### config.mk
export PLATFORM = sky130hd
export DESIGN_NAME = hazard_ctrl
export DESIGN_NICKNAME = d
export VERILOG_FILES = /design/src/rtl/hazard_ctrl.sv
export SDC_FILE = /design/constraint.sdc
export NUM_CORES = 1
export LEC_CHECK = 0
export CORE_MARGIN = 1
export CORE_UTILIZATION = 53
export CTS_CLUSTER_SIZE = 10
export DETAILED_ROUTE_END_ITERATION = 8
export PLACE_DENSITY_LB_ADDON = 0.05
export SLEW_MARGIN = 20
export SYNTH_ARGS = -nofsm -noshare
export SYNTH_HDL_FRONTEND = slang
export SYNTH_SLANG_ARGS = --single-unit
### constraint.sdc
create_clock -name clk -period 6.33 [get_ports clk]
set_input_delay 1.5825 -clock clk [delete_from_list [all_inputs] [get_ports clk]]
set_output_delay 1.5825 -clock clk [all_outputs]
set_load 0.05 [all_outputs]
### src/rtl/hazard_ctrl.sv
// Hazard and stall controller for the 5-stage RV32I pipeline: load-use bubbles,
// taken-branch flushes, memory-wait freezes and saturating event counters.
module hazard_ctrl #(
    parameter int CNT_W = 32
) (
    input  logic             clk,
    input  logic             rst,
    input  logic [4:0]       id_rs1_s,
    input  logic [4:0]       id_rs2_s,
    input  logic             ex_valid,
    input  logic             ex_is_load,
    input  logic [4:0]       ex_rd_s,
    input  logic             ex_br_taken,
    input  logic             imem_req,
    input  logic             imem_resp,
    input  logic             dmem_req,
    input  logic             dmem_resp,
    output logic             freeze,
    output logic             stall_if_id,
    output logic             bubble_id_ex,
    output logic             flush_if_id,
    output logic             flush_id_ex,
    output logic [1:0]       wait_state,
    output logic [CNT_W-1:0] stall_cnt,
    output logic [CNT_W-1:0] bubble_cnt,
    output logic [CNT_W-1:0] flush_cnt
);

    // State encoding is {dmem_busy, imem_busy}; each bit evolves independently.
    typedef enum logic [1:0] {
        RUN    = 2'b00,
        IWAIT  = 2'b01,
        DWAIT  = 2'b10,
        IDWAIT = 2'b11
    } wait_e;

    localparam logic [CNT_W-1:0] CNT_ONE = {{(CNT_W-1){1'b0}}, 1'b1};
    localparam logic [CNT_W-1:0] CNT_MAX = '1;

    wait_e state, state_next;
    logic  imem_busy, dmem_busy;
    logic  imem_busy_next, dmem_busy_next;
    logic  load_use;

    assign imem_busy  = state[0];
    assign dmem_busy  = state[1];
    assign wait_state = state;

    // NOTE: sequential state uses non-blocking (<=) so all registers update from
    // the same pre-edge values; blocking here would create order-dependent races.
    always_ff @(posedge clk) begin
        if (rst) begin
            state <= RUN;
        end else begin
            state <= state_next;
        end
    end

    // A request answered in the same cycle is zero-wait and never sets busy.
    always_comb begin
        // NOTE: every combinational output gets a default first so no path
        // leaves it unassigned, which would otherwise infer a latch.
        imem_busy_next = (imem_busy | imem_req) & ~imem_resp;
        dmem_busy_next = (dmem_busy | dmem_req) & ~dmem_resp;
        state_next     = wait_e'({dmem_busy_next, imem_busy_next});
    end

    assign load_use = ex_valid & ex_is_load & (ex_rd_s != 5'd0) &
                      ((ex_rd_s == id_rs1_s) | (ex_rd_s == id_rs2_s));

    // Strict priority: freeze, then taken branch (ID is wrong-path), then load-use.
    always_comb begin
        freeze       = 1'b0;
        stall_if_id  = 1'b0;
        bubble_id_ex = 1'b0;
        flush_if_id  = 1'b0;
        flush_id_ex  = 1'b0;
        if (!rst) begin
            if ((imem_busy & ~imem_resp) | (dmem_busy & ~dmem_resp)) begin
                freeze = 1'b1;
            end else if (ex_br_taken) begin
                flush_if_id = 1'b1;
                flush_id_ex = 1'b1;
            end else if (load_use) begin
                stall_if_id  = 1'b1;
                bubble_id_ex = 1'b1;
            end
        end
    end

    // Event counters saturate at all-ones rather than wrapping.
    always_ff @(posedge clk) begin
        if (rst) begin
            stall_cnt  <= '0;
            bubble_cnt <= '0;
            flush_cnt  <= '0;
        end else begin
            if (freeze && stall_cnt != CNT_MAX) begin
                stall_cnt <= stall_cnt + CNT_ONE;
            end
            if (bubble_id_ex && bubble_cnt != CNT_MAX) begin
                bubble_cnt <= bubble_cnt + CNT_ONE;
            end
            if (flush_id_ex && flush_cnt != CNT_MAX) begin
                flush_cnt <= flush_cnt + CNT_ONE;
            end
        end
    end

endmodule

==> results.yml <==
critical_path:
  path_class: "input port to primary output"
  reg2reg_from: "stall_cnt[19]"
  slowest_delay_ns: 0.83
  ff2ff_path_depth: 6
  cp.arrival_ns: 3.73
  timing.rr.end: "stall_cnt[3]"
  critPathRequiredTime_ns: 4.75
  setup.worst_path.start_class: "input port"
  ff2ff_setup_slack_ns: 3.77
  worst_path_max_delay_cell: "clkdlybuf4s50_1"
  crit_fanout: 12
  cp-end-kind: "primary output"
  cpMostUsedCell: "clkdlybuf4s50_1"
  path_cells: "clkdlybuf4s50_1 -> xor2_1 -> nor3_1 -> a22oi_1 -> buf_4 -> nor2_1 -> clkdlybuf4s50_1"
synthesis:
  synth_ff_type: "dfxtp_1"
  ys_seq_area_frac: 0.389
  netlist_top_cells_count: "98 x dfxtp_1, 88 x nor2_1, 39 x nand4_1, 38 x nand3_1, 35 x xnor2_1"
  yosys.area.top_type: "dfxtp_1"
  yosys.cell_types.count: 53
  synthesis.area_um2: 5040
  synth_area_leaders: "dfxtp_1 39%, nor2_1 6.6%, xnor2_1 6.1%"
  ys_warn_count: 0
  synth.most_common_cell: "dfxtp_1"
  mappedNetlistNets: 627
  synth_edf_count: 0
  yosys_register_bits: 98
  synth_top_area_share: 0.389
  avgSynthCellArea_um2: 8.40
  synth_cells: 600
  async_reset_ff_frac: 0
clocking:
  cts_inserted_buffers: 9
  cts.htree.levels: 3
  clkTransAtPathRegs_ns: 0.09
  cts_sinks: 98
  clockBufferDepth: 2
  cts_tree: "done"
  cts.repair.resized: 0
  post_cts_buffers: 0
  cts_hold_buf: 0
  insertion_delay_ns: 0.36
  clk_root_buffer_cell: "clkbuf_8"
die:
  ios: 127
  dieWidth_um: 99.5
  start_util: 0.546
  dieArea_um2: 9910
  fp-row-count: 35
  core_um2: 9240
  die_h_um: 99.5
timing:
  rsz0062_at_grt: "no"
  slew_headroom: 0.342
  tightestPinTransition_ns: 0.980
  min_period_ns: 5.31
  fin_crit_sh: 0.839
  holdWs_ns: 0.505
  skew_ns: 0.0165
  slew_viol_final: 0
  fmax_mhz: 188
  hold_violations: 0
  tns_ns: 0
  setup_viol: 0
place:
  io_buffer_count: 126
  place_congestion: 0.838
  hpwl_um: 8960
grt:
  grt_pass1_vias: 4480
  grt_util_met2: 0.441
  grtUsageTotal: 0.255
  grt_max_degree: 61
  overflow: 0
  use_met3: 0.0436
  grt_pass1_wl_um: 20700
  met1_usage: 0.322
  antenna_found_initial: 0
  busiest_layer: "met2"
cells_and_area:
  antennaDiodeCount: 0
  final_nets: 743
  syn_to_final_growth_pct: 30.4
  drive_gt1_frac: 0.0680
  fin_util: 0.712
pwr:
  power_frac_comb: 0.063
  total_power_mw: 1.09
  powerDensity_nw_per_um2: 166
  p_seq_frac: 0.569
  leakage_nw: 2.14
  netSwitchingPower_mw: 0.262
  peakVddDrop_mv: 0.119
  swShare: 0.240
  clkPwrFrac: 0.368
  p_int_mw: 0.830
worst_hold_path:
  holdPathStages: 2
  min_path_type: "flop to flop"
  holdPathEnd: "flush_cnt[12]"
  min-delay-start: "flush_cnt[12]"
routing:
  wl_per_cell_um: 14.7
  drcViolationCount: 0
  viasPerCell: 5.69
  drtIter0Drc: 189
  wl_um: 12500
  postRouteAntennaNets: 0
  firstDrtPassIters: 5
  vias: 4834
run_status:
  outcome: "finished clean"
flow_run:
  cap_violations: 0
==> layout by cell type (no fill, tap or decap), types with 3 or more instances in the layout <==
| cell type | Yosys | layout |
|---|---|---|
| clkdlybuf4s50_1 | 0 | 125 |
| dfxtp_1 | 98 | 98 |
| nor2_1 | 88 | 88 |
| nand4_1 | 39 | 39 |
| nand3_1 | 38 | 38 |
| xnor2_1 | 35 | 35 |
| xor2_1 | 28 | 28 |
| a21oi_1 | 26 | 26 |
| nand2_1 | 26 | 26 |
| nor3_1 | 22 | 21 |
| or3_1 | 19 | 19 |
| o21ai_0 | 19 | 19 |
| nor2b_1 | 15 | 15 |
| nor4_1 | 15 | 15 |
| and3_1 | 15 | 15 |
| and4_1 | 14 | 14 |
| mux2_2 | 11 | 11 |
| inv_1 | 10 | 10 |
| clkbuf_8 | 0 | 9 |
| nand2b_1 | 7 | 7 |
| nand3b_1 | 6 | 6 |
| buf_4 | 3 | 5 |
| a31o_2 | 4 | 4 |
| a21o_1 | 3 | 3 |
| ha_1 | 3 | 3 |
==> sequential cells by signal, summed over array words and instances (netlist names) <==
| name | flops |
|---|---|
| stall_cnt | 32 |
| bubble_cnt | 32 |
| wait_state | 2 |
| flush_cnt | 32 |
==> power by group through the flow <==
stage          clock (mW)  combinational [mW]  sequential [mW]
6_report            0.402              0.0685            0.621
3_3_place_gp            0              0.0669            0.635
3_5_place_dp            0              0.0686            0.635
2_1_floorplan           0              0.0330            0.642
4_1_cts             0.415              0.0690            0.621
5_1_grt             0.439              0.0732            0.622
==> area by class of cell <==
type                    instances  area (um^2)
inverters                      11         41.3
repair buffers                130         1290
fillers                       787         2660
clock inverters                 6         65.1
flip-flops and latches         98         1960
clock buffers                  10          128
well taps                     129          161
multi-input cells             466         2930
==> metrics by stage <==
step / instances / setup WS, ns / cell area, um^2
2_1_floorplan: 600 / 1.38 / 5040
3_3_place_gp: 834 / 1.05 / 6370
3_5_place_dp: 834 / 0.992 / 6380
4_1_cts: 850 / 0.985 / 6570
5_1_grt: 850 / 0.909 / 6580
6_report: 850 / 1.02 / 6580
==> routing by layer <==
layer  up-vias  share of wire
li1       2381              -
met1      2297           0.45
met2       145           0.49
met3        11          0.051
met4         0          0.010
met5         -              0
==> worst max-delay path by stage <==
stage                     from            to  slack [ns]  cells past startpoint
floorplan                  rst   stall_if_id        1.38                      7
finish              ex_rd_s[0]  bubble_id_ex        1.02                      7
global route        ex_rd_s[2]  bubble_id_ex        0.91                      7
CTS                 ex_rd_s[0]  bubble_id_ex        0.99                      7
detailed placement  ex_rd_s[2]  bubble_id_ex        0.99                      7
global placement    ex_rd_s[0]  bubble_id_ex        1.05                      7
==> critical path, delay by kind of cell <==
family	cells	cell delay (ns)
simple gates	2	0.32
xor+xnor	1	0.19
buf+inv	3	1.52
compound gates	1	0.12
==> kinds of logic (layout without fill, tap and decap cells) <==
| group | count (synthesis) | count (layout) | synth area share |
|---|---|---|---|
| AND/OR/NAND/NOR | 325 | 325 | 0.360 |
| flip-flops | 98 | 98 | 0.389 |
| XOR/XNOR | 63 | 63 | 0.109 |
| AO/OA/AOI/OAI | 61 | 61 | 0.0715 |
| buffers and inverters | 36 | 157 | 0.0320 |
| multiplexers | 14 | 14 | 0.0310 |
| adder cells (fa/ha/maj) | 3 | 3 | 0.00744 |
No activity file was read; power rests on OpenSTA's default activity.
